==> config.mk <==
export PLATFORM = sky130hd
export DESIGN_NAME = snitch_event_counter_flat
export DESIGN_NICKNAME = d
export VERILOG_FILES = /design/src/rtl/snitch_event_counter_pkg.sv /design/src/rtl/snitch_event_counter_if.sv /design/src/rtl/snitch_event_counter_slice.sv /design/src/rtl/snitch_event_counter.sv /design/src/flat_wrapper.sv
export SDC_FILE = /design/constraint.sdc
export NUM_CORES = 1
export LEC_CHECK = 0
export CAP_MARGIN = 20
export CORE_ASPECT_RATIO = 0.6
export CORE_MARGIN = 2
export CORE_UTILIZATION = 45
export DETAILED_ROUTE_END_ITERATION = 10
export GPL_ROUTABILITY_DRIVEN = 1
export GPL_TIMING_DRIVEN = 0
export PLACE_DENSITY = 0.65
export RECOVER_POWER = 50
export SLEW_MARGIN = 20
export SYNTH_ARGS = -nofsm -noshare
export SYNTH_HDL_FRONTEND = slang
export SYNTH_HIERARCHICAL = 1
export SYNTH_SLANG_ARGS = --single-unit
==> constraint.sdc <==
create_clock -name clk_i -period 6.3 [get_ports clk_i]
set_clock_uncertainty 0.15 [all_clocks]
set_input_delay 1.575 -clock clk_i [delete_from_list [all_inputs] [get_ports clk_i]]
set_output_delay 1.575 -clock clk_i [all_outputs]
set_load 0.05 [all_outputs]
==> src/rtl/snitch_event_counter_pkg.sv <==
// Shared types and register layout for the cluster performance counter unit.
// Software and the testbench use these offsets and field positions as the register map.
package snitch_event_counter_pkg;

    // Per-core event strobes. The struct is packed MSB first, so retired_acc is bit 0.
    typedef struct packed {
        logic issue_core_to_fpu;
        logic issue_fpu_seq;
        logic issue_fpu;
        logic retired_instr;
        logic retired_load;
        logic retired_i;
        logic retired_acc;
    } core_events_t;

    localparam int unsigned NrEvents = $bits(core_events_t);

    typedef struct packed {
        logic       ovf;
        logic [2:0] evt_sel;
        logic       irq_en;
        logic       en;
    } evt_cnt_ctrl_t;

    localparam logic [1:0] CntCtrlOff = 2'd0;
    localparam logic [1:0] CntMaskOff = 2'd1;
    localparam logic [1:0] CntLoOff   = 2'd2;
    localparam logic [1:0] CntHiOff   = 2'd3;

    localparam int unsigned CtrlEnBit    = 0;
    localparam int unsigned CtrlIrqEnBit = 1;
    localparam int unsigned CtrlSelLsb   = 4;
    localparam int unsigned CtrlOvfBit   = 31;

    localparam int unsigned GlbFreezeBit = 0;
    localparam int unsigned GlbClearBit  = 1;

    function automatic logic [31:0] pack_ctrl(input evt_cnt_ctrl_t ctrl);
        return {ctrl.ovf, 24'b0, ctrl.evt_sel, 2'b0, ctrl.irq_en, ctrl.en};
    endfunction

endpackage

==> src/rtl/snitch_event_counter_if.sv <==
// Word-addressed register port between the peripheral demux (master) and the counter unit (slave).
// Each request completes with a response one cycle later.
interface snitch_event_counter_if #(
    parameter int unsigned AddrWidth = 5
);
    logic                 req;
    logic                 we;
    logic [AddrWidth-1:0] addr;
    logic [31:0]          wdata;
    logic [31:0]          rdata;
    logic                 rvalid;

    modport master (output req, we, addr, wdata, input rdata, rvalid);
    modport slave  (input req, we, addr, wdata, output rdata, rvalid);
endinterface

==> src/rtl/snitch_event_counter_slice.sv <==
// One programmable counter: CTRL/MASK state, the masked per-core popcount and the
// wrapping accumulator that sets the sticky overflow flag.
module snitch_event_counter_slice
    import snitch_event_counter_pkg::*;
#(
    parameter int unsigned NrCores  = 8,
    parameter int unsigned CntWidth = 48
) (
    input  logic                       clk_i,
    input  logic                       rst_i,
    input  core_events_t [NrCores-1:0] evt_i,
    input  logic                       freeze_i,
    input  logic                       clear_i,
    input  logic                       ctrl_we_i,
    input  logic                       mask_we_i,
    input  logic                       lo_we_i,
    input  logic                       hi_we_i,
    input  logic [31:0]                wdata_i,
    output evt_cnt_ctrl_t              ctrl_o,
    output logic [NrCores-1:0]         mask_o,
    output logic [CntWidth-1:0]        value_o,
    output logic                       irq_o
);

    localparam int unsigned IncWidth = $clog2(NrCores + 1);
    localparam int unsigned SumWidth = CntWidth + 1;
    localparam logic [2:0]  LastEvtSel = 3'(NrEvents - 1);

    evt_cnt_ctrl_t        ctrl_d, ctrl_q;
    logic [NrCores-1:0]   mask_d, mask_q;
    logic [CntWidth-1:0]  value_d, value_q;
    logic                 irq_d, irq_q;
    logic [IncWidth-1:0]  inc;
    logic [SumWidth-1:0]  sum;

    // The extra sum bit is the wrap indicator that feeds the overflow flag.
    always_comb begin
        inc = '0;
        if (ctrl_q.en && !freeze_i && (ctrl_q.evt_sel <= LastEvtSel)) begin
            for (int unsigned c = 0; c < NrCores; c++) begin
                inc = inc + IncWidth'(evt_i[c][ctrl_q.evt_sel] & mask_q[c]);
            end
        end
        sum = {1'b0, value_q} + SumWidth'(inc);
    end

    // A clear beats everything. A value write drops this cycle's increment.
    // The overflow set is applied after the W1C, so the set wins.
    always_comb begin
        ctrl_d  = ctrl_q;
        mask_d  = mask_q;
        value_d = value_q;
        irq_d   = ctrl_q.ovf & ctrl_q.irq_en;
        if (clear_i) begin
            value_d     = '0;
            ctrl_d.ovf  = 1'b0;
        end else begin
            if (ctrl_we_i) begin
                ctrl_d.en      = wdata_i[CtrlEnBit];
                ctrl_d.irq_en  = wdata_i[CtrlIrqEnBit];
                ctrl_d.evt_sel = wdata_i[CtrlSelLsb +: 3];
                if (wdata_i[CtrlOvfBit]) begin
                    ctrl_d.ovf = 1'b0;
                end
            end
            if (mask_we_i) begin
                mask_d = wdata_i[NrCores-1:0];
            end
            if (lo_we_i) begin
                value_d[31:0] = wdata_i;
            end else if (hi_we_i) begin
                value_d[CntWidth-1:32] = wdata_i[CntWidth-33:0];
            end else begin
                value_d = sum[CntWidth-1:0];
                if (sum[CntWidth]) begin
                    ctrl_d.ovf = 1'b1;
                end
            end
        end
    end

    always_ff @(posedge clk_i or posedge rst_i) begin
        if (rst_i) begin
            ctrl_q  <= '0;
            mask_q  <= '0;
            value_q <= '0;
            irq_q   <= 1'b0;
        end else begin
            ctrl_q  <= ctrl_d;
            mask_q  <= mask_d;
            value_q <= value_d;
            irq_q   <= irq_d;
        end
    end

    assign ctrl_o  = ctrl_q;
    assign mask_o  = mask_q;
    assign value_o = value_q;
    assign irq_o   = irq_q;

endmodule

==> src/rtl/snitch_event_counter.sv <==
// Cluster performance counter unit. It registers the core event strobes, fans them out
// to the counter slices, and serves the register port with a shadowed VALUE_HI read.
module snitch_event_counter
    import snitch_event_counter_pkg::*;
#(
    parameter int unsigned NrCores    = 8,
    parameter int unsigned NrCounters = 4,
    parameter int unsigned CntWidth   = 48
) (
    input  logic                          clk_i,
    input  logic                          rst_i,
    input  logic [NrCores*NrEvents-1:0]   events_i,
    snitch_event_counter_if.slave         reg_if,
    output logic [NrCounters-1:0]         irq_o
);

    localparam int unsigned AddrWidth = $clog2(NrCounters * 4 + 1);
    localparam int unsigned IdxWidth  = AddrWidth - 2;
    localparam int unsigned HiWidth   = CntWidth - 32;
    localparam logic [AddrWidth-1:0] GlbAddr = AddrWidth'(NrCounters * 4);

    core_events_t [NrCores-1:0] evt_d, evt_q;
    logic                       freeze_d, freeze_q;
    logic [HiWidth-1:0]         shadow_d, shadow_q;
    logic [31:0]                rdata_d, rdata_q;
    logic                       rvalid_d, rvalid_q;

    logic [IdxWidth-1:0] idx;
    logic [1:0]          off;
    logic                wr, rd, glb_wr, clear_all;

    evt_cnt_ctrl_t       ctrl  [NrCounters];
    logic [NrCores-1:0]  mask  [NrCounters];
    logic [CntWidth-1:0] value [NrCounters];

    assign evt_d     = events_i;
    assign idx       = reg_if.addr[AddrWidth-1:2];
    assign off       = reg_if.addr[1:0];
    assign wr        = reg_if.req & reg_if.we;
    assign rd        = reg_if.req & ~reg_if.we;
    assign glb_wr    = wr && (reg_if.addr == GlbAddr);
    assign clear_all = glb_wr && reg_if.wdata[GlbClearBit];

    // The global address decodes to index NrCounters, so it never selects a slice.
    for (genvar i = 0; i < NrCounters; i++) begin : gen_slice
        logic sel;
        assign sel = wr && (idx == IdxWidth'(i));

        snitch_event_counter_slice #(
            .NrCores  (NrCores),
            .CntWidth (CntWidth)
        ) i_slice (
            .clk_i     (clk_i),
            .rst_i     (rst_i),
            .evt_i     (evt_q),
            .freeze_i  (freeze_q),
            .clear_i   (clear_all),
            .ctrl_we_i (sel && (off == CntCtrlOff)),
            .mask_we_i (sel && (off == CntMaskOff)),
            .lo_we_i   (sel && (off == CntLoOff)),
            .hi_we_i   (sel && (off == CntHiOff)),
            .wdata_i   (reg_if.wdata),
            .ctrl_o    (ctrl[i]),
            .mask_o    (mask[i]),
            .value_o   (value[i]),
            .irq_o     (irq_o[i])
        );
    end

    // A VALUE_LO read captures the matching high half so a following HI read is coherent.
    always_comb begin
        rdata_d  = '0;
        shadow_d = shadow_q;
        freeze_d = freeze_q;
        rvalid_d = reg_if.req;
        if (glb_wr) begin
            freeze_d = reg_if.wdata[GlbFreezeBit];
        end
        if (rd) begin
            if (reg_if.addr == GlbAddr) begin
                rdata_d = 32'(freeze_q);
            end else begin
                for (int unsigned i = 0; i < NrCounters; i++) begin
                    if (idx == IdxWidth'(i)) begin
                        case (off)
                            CntCtrlOff: rdata_d = pack_ctrl(ctrl[i]);
                            CntMaskOff: rdata_d = 32'(mask[i]);
                            CntLoOff: begin
                                rdata_d  = value[i][31:0];
                                shadow_d = value[i][CntWidth-1:32];
                            end
                            CntHiOff:   rdata_d = 32'(shadow_q);
                            default:    rdata_d = '0;
                        endcase
                    end
                end
            end
        end
    end

    always_ff @(posedge clk_i or posedge rst_i) begin
        if (rst_i) begin
            evt_q    <= '0;
            freeze_q <= 1'b0;
            shadow_q <= '0;
            rdata_q  <= '0;
            rvalid_q <= 1'b0;
        end else begin
            evt_q    <= evt_d;
            freeze_q <= freeze_d;
            shadow_q <= shadow_d;
            rdata_q  <= rdata_d;
            rvalid_q <= rvalid_d;
        end
    end

    assign reg_if.rdata  = rdata_q;
    assign reg_if.rvalid = rvalid_q;

endmodule

==> src/flat_wrapper.sv <==
// flat-port wrapper written by rule: the top's interface ports become plain ports
module snitch_event_counter_flat import snitch_event_counter_pkg::*;
#(
    parameter int unsigned NrCores    = 8,
    parameter int unsigned NrCounters = 4,
    parameter int unsigned CntWidth   = 48
)
  (clk_i, rst_i, events_i, irq_o, reg_if_req, reg_if_we, reg_if_addr, reg_if_wdata, reg_if_rdata, reg_if_rvalid);
  snitch_event_counter_if #(.AddrWidth((5))) reg_if_i ();
  input  logic clk_i;
  input  logic rst_i;
  input  logic [NrCores*NrEvents-1:0] events_i;
  output logic [NrCounters-1:0] irq_o;
  input wire logic [$bits(reg_if_i.req)-1:0] reg_if_req;
  input wire logic [$bits(reg_if_i.we)-1:0] reg_if_we;
  input wire logic [$bits(reg_if_i.addr)-1:0] reg_if_addr;
  input wire logic [$bits(reg_if_i.wdata)-1:0] reg_if_wdata;
  output wire logic [$bits(reg_if_i.rdata)-1:0] reg_if_rdata;
  output wire logic [$bits(reg_if_i.rvalid)-1:0] reg_if_rvalid;
  assign reg_if_i.req = reg_if_req;
  assign reg_if_i.we = reg_if_we;
  assign reg_if_i.addr = reg_if_addr;
  assign reg_if_i.wdata = reg_if_wdata;
  assign reg_if_rdata = reg_if_i.rdata;
  assign reg_if_rvalid = reg_if_i.rvalid;
  snitch_event_counter #(.NrCores(NrCores), .NrCounters(NrCounters), .CntWidth(CntWidth)) u_core (.clk_i(clk_i), .rst_i(rst_i), .events_i(events_i), .reg_if(reg_if_i), .irq_o(irq_o));
endmodule
==> impl_metrics.toml, run 1 <==
[outcome]
status = "complete, but fails checks"
violations = "capacitance limit, slew limit"

[floorplanning]
io_pins = 134
core_region_area_um2 = 50900
die_area_um2 = 53400
die_y_um = 180
initial_core_util = 0.455
dieWidth_um = 297
core.rowCount = 64

[setup_path]
cp_top_family = "adder cells"
critPathRequiredTime_ps = 6640
path_cells = "buf_12, mux2i_1, o211ai_1, o211ai_1, fa_1, fa_1, fa_1, inv_1, ha_1, fa_1, xor2_1, and2_1, ha_4, nand2b_4, a21o_4, nor4_4, nand2_2, or3_1, a21oi_1"
cp.arrival_ps = 6570
cpMostUsedCell = "fa_1"
path_max_fanout = 10
slowest_delay_ps = 560
cp_slowest_cell = "fa_1"
end_kind = "flop"
startpoint_type = "flop"
path_class = "flop to flop"
path_buf_inv = 2

[synth]
ys_ff_latch = 358
async_reset_ff_frac = 1.00
synth_area_um2 = 23200
synth_cell_type_count = 93
avgSynthCellArea_um2 = 9.48
ys_seq_area_frac = 0.386
syn-num-nets = 2590
yosysWarnings = 6
synthFlopType = "dfrtp_1"
synth-edff-count = 0
netlist_instances = 2445

[global_routing]
track_usage = 0.422
grt_pass1_vias = 21300
overflow = 0
antenna_found_initial = 16
grt_pass1_wl_um = 161000
grt_max_degree = 80

[power_and_ir_drop]
leakage_nw = 10.9
swShare = 0.386
p_per_area_nw_per_um2 = 300
p_clk_frac = 0.296
vdd_drop_max_v = 0.000261
switchingPower_mw = 3.18
finalPower_mw = 8.24
p_int_mw = 5.05
p_seq_frac = 0.426
p_comb_frac = 0.278

[hold_path]
hp-class = "flop to flop"

[clocking]
path_clk_slew_ps = 70
cts_buffers = 40
cts.sinks = 358
htreeDepth = 2
clk_latency_ps = 590
cts_tree = "done"
clockRootBuffer = "clkbuf_16"
clockBufferDepth = 3
holdBufCountCts = 0

[detailed_routing]
vias_per_cell = 6.89
drt-initial-drc-count = 3988
ant_nets = 0
wl_per_cell_um = 34.0
vias = 23400
drc = 0
totalWireLength_um = 115000
drt_first_pass_iters = 6

[placed_design]
dp_hpwl_um = 87000
dp_slack_ps = -1490
io_buffers = 132
postPlaceCellArea_um2 = 25500
routabilityCongestion = 1.06

[timing]
slew_viol_final = 276
hold_viol = 0
fin_ws_ps = 69.6
max_clock_freq_mhz = 161
rsz0062_at_grt = "yes"
min_period_ps = 6230
relSlewSlack = -1.03
setup_viol = 0
fin_crit_sh = 0.989
worst_pin_slew_ps = 3050

[final_layout]
drive_gt1_frac = 0.158
num-nets-final = 2805
mostFrequentLayoutCells = "350 x dfrtp_1, 268 x nand2_1, 162 x nor2_1"
fin_util = 0.539
final_area_um2 = 27500
area_growth_pct = 18.5
mostFrequentLayoutCell = "dfrtp_1"

[job]
cap_violations = 5
==> final cells by class <==
cell class | instances | area (um2)
inverters | 72 | 277
fillers | 4671 | 23500
clock buffers | 62 | 1220
plain buffers | 155 | 832
multi-input cells | 1849 | 13500
repair buffers | 184 | 1660
well taps | 693 | 867
clock inverters | 10 | 85.1
flip-flops and latches | 358 | 8980
diodes | 7 | 17.5
==> power by group through the flow <==
stage                     clock network, mW  registers [mW]  logic (mW)
final                                  2.44            3.51        2.29
after global routing                   2.56            3.51        2.46
after CTS                              2.45            3.43        2.08
after detailed placement                  0            3.44        2.04
after global placement                    0            3.43        1.97
after floorplan                           0            3.08        1.38
==> layer usage <==
metal  share of wire  GRT usage  up-vias
met2            0.36      0.509     1889
met5          0.0013          0        -
met1            0.43      0.641    11600
li1                -          -     9600
met4           0.028      0.105       16
met3            0.18      0.218      237
==> cells in the mapped netlist (37+ instances only) <==
cell type / instances / share of area
mux2i_1: 77 / 0.033
o211ai_1: 71 / 0.023
inv_1: 67 / 0.011
xor2_1: 42 / 0.016
o22ai_1: 41 / 0.011
nor2b_1: 40 / 0.011
nand3_1: 86 / 0.019
nand2_1: 271 / 0.044
o21ai_0: 124 / 0.027
mux2_2: 61 / 0.030
mux4_2: 52 / 0.051
dfrtp_1: 358 / 0.39
clkbuf_1: 104 / 0.017
xnor2_1: 37 / 0.014
a21oi_1: 124 / 0.027
nor2_1: 165 / 0.027
a211oi_1: 75 / 0.024
nand4_1: 43 / 0.012
==> worst paths after layout <==
check	startpoint	endpoint	slack, ps	depth (start not counted)
max	u_core/gen_slice[0].i_slice/ctrl_o[3]	u_core/gen_slice[0].i_slice/ctrl_o[5]	70	19
min	u_core/shadow_q[8]	u_core/shadow_q[8]	340	2
max reg2reg	u_core/gen_slice[0].i_slice/ctrl_o[3]	u_core/gen_slice[0].i_slice/ctrl_o[5]	70	19
min reg2reg	u_core/shadow_q[8]	u_core/shadow_q[8]	340	2
max in group asynchronous	rst_i	u_core/gen_slice[3].i_slice/ctrl_o[2]	860	3
min in group asynchronous	rst_i	u_core/gen_slice[2].i_slice/mask_o[0]	1690	2
==> flip-flops by register name, indices dropped and copies added (netlist names) <==
register                          count
u_core/gen_slice.i_slice/mask_o      32
u_core/shadow_q                      16
u_core/reg_if.rdata                  32
u_core/reg_if.rvalid                  1
u_core/gen_slice.i_slice/irq_o        4
u_core/freeze_q                       1
u_core/gen_slice.i_slice/value_o    192
u_core/gen_slice.i_slice/ctrl_o      24
u_core/evt_q                         56
==> repair_timing <==
action	in CTS	in global routing
resized for setup	58	80
gates cloned	0	2
setup endpoints to repair	188	119
setup buffers	18	27
pin swaps	7	30
==> stage by stage <==
| stage | instances | hold slack (ps) | TNS (ps) |
|---|---|---|---|
| after floorplan | 2445 | 298 | 0 |
| after global placement | 3270 | 309 | -179340 |
| after detailed placement | 3275 | 320 | -172060 |
| after CTS | 3355 | 335 | 0 |
| after global routing | 3383 | 360 | -353 |
| final | 3390 | 336 | 0 |
==> logic make-up (layout without fill, tap and decap cells) <==
| logic type | after synthesis | in the layout | share of synthesized area |
|---|---|---|---|
| and+or+nand+nor | 849 | 849 | 0.191 |
| AOI/OAI and AO/OA | 681 | 681 | 0.200 |
| DFF | 358 | 358 | 0.386 |
| buffers and inverters | 238 | 483 | 0.0452 |
| muxes | 192 | 192 | 0.116 |
| xor gates and xnor gates | 79 | 79 | 0.0298 |
| adders and majority gates | 48 | 48 | 0.0324 |
| other | 0 | 7 | 0 |
==> worst reg2reg max path, stage by stage, from the launching register on <==
cell	delay, ps
dfrtp_2	460
buf_12	180
mux2i_1	200
o211ai_1	490
o211ai_1	200
fa_1	540
fa_1	450
fa_1	560
inv_1	50
ha_1	220
fa_1	400
xor2_1	160
and2_1	230
ha_4	330
nand2b_4	70
a21o_4	240
nor4_4	490
nand2_2	120
or3_1	440
a21oi_1	180
(Power assumes the default switching activity.)
==> run 2: changes to the inputs <==
Settings changed: ABC_CLOCK_PERIOD_IN_PS from default to 6300.
==> results of run 2 <==
The final DEF is identical to that of run 1; final timing and power are the same.
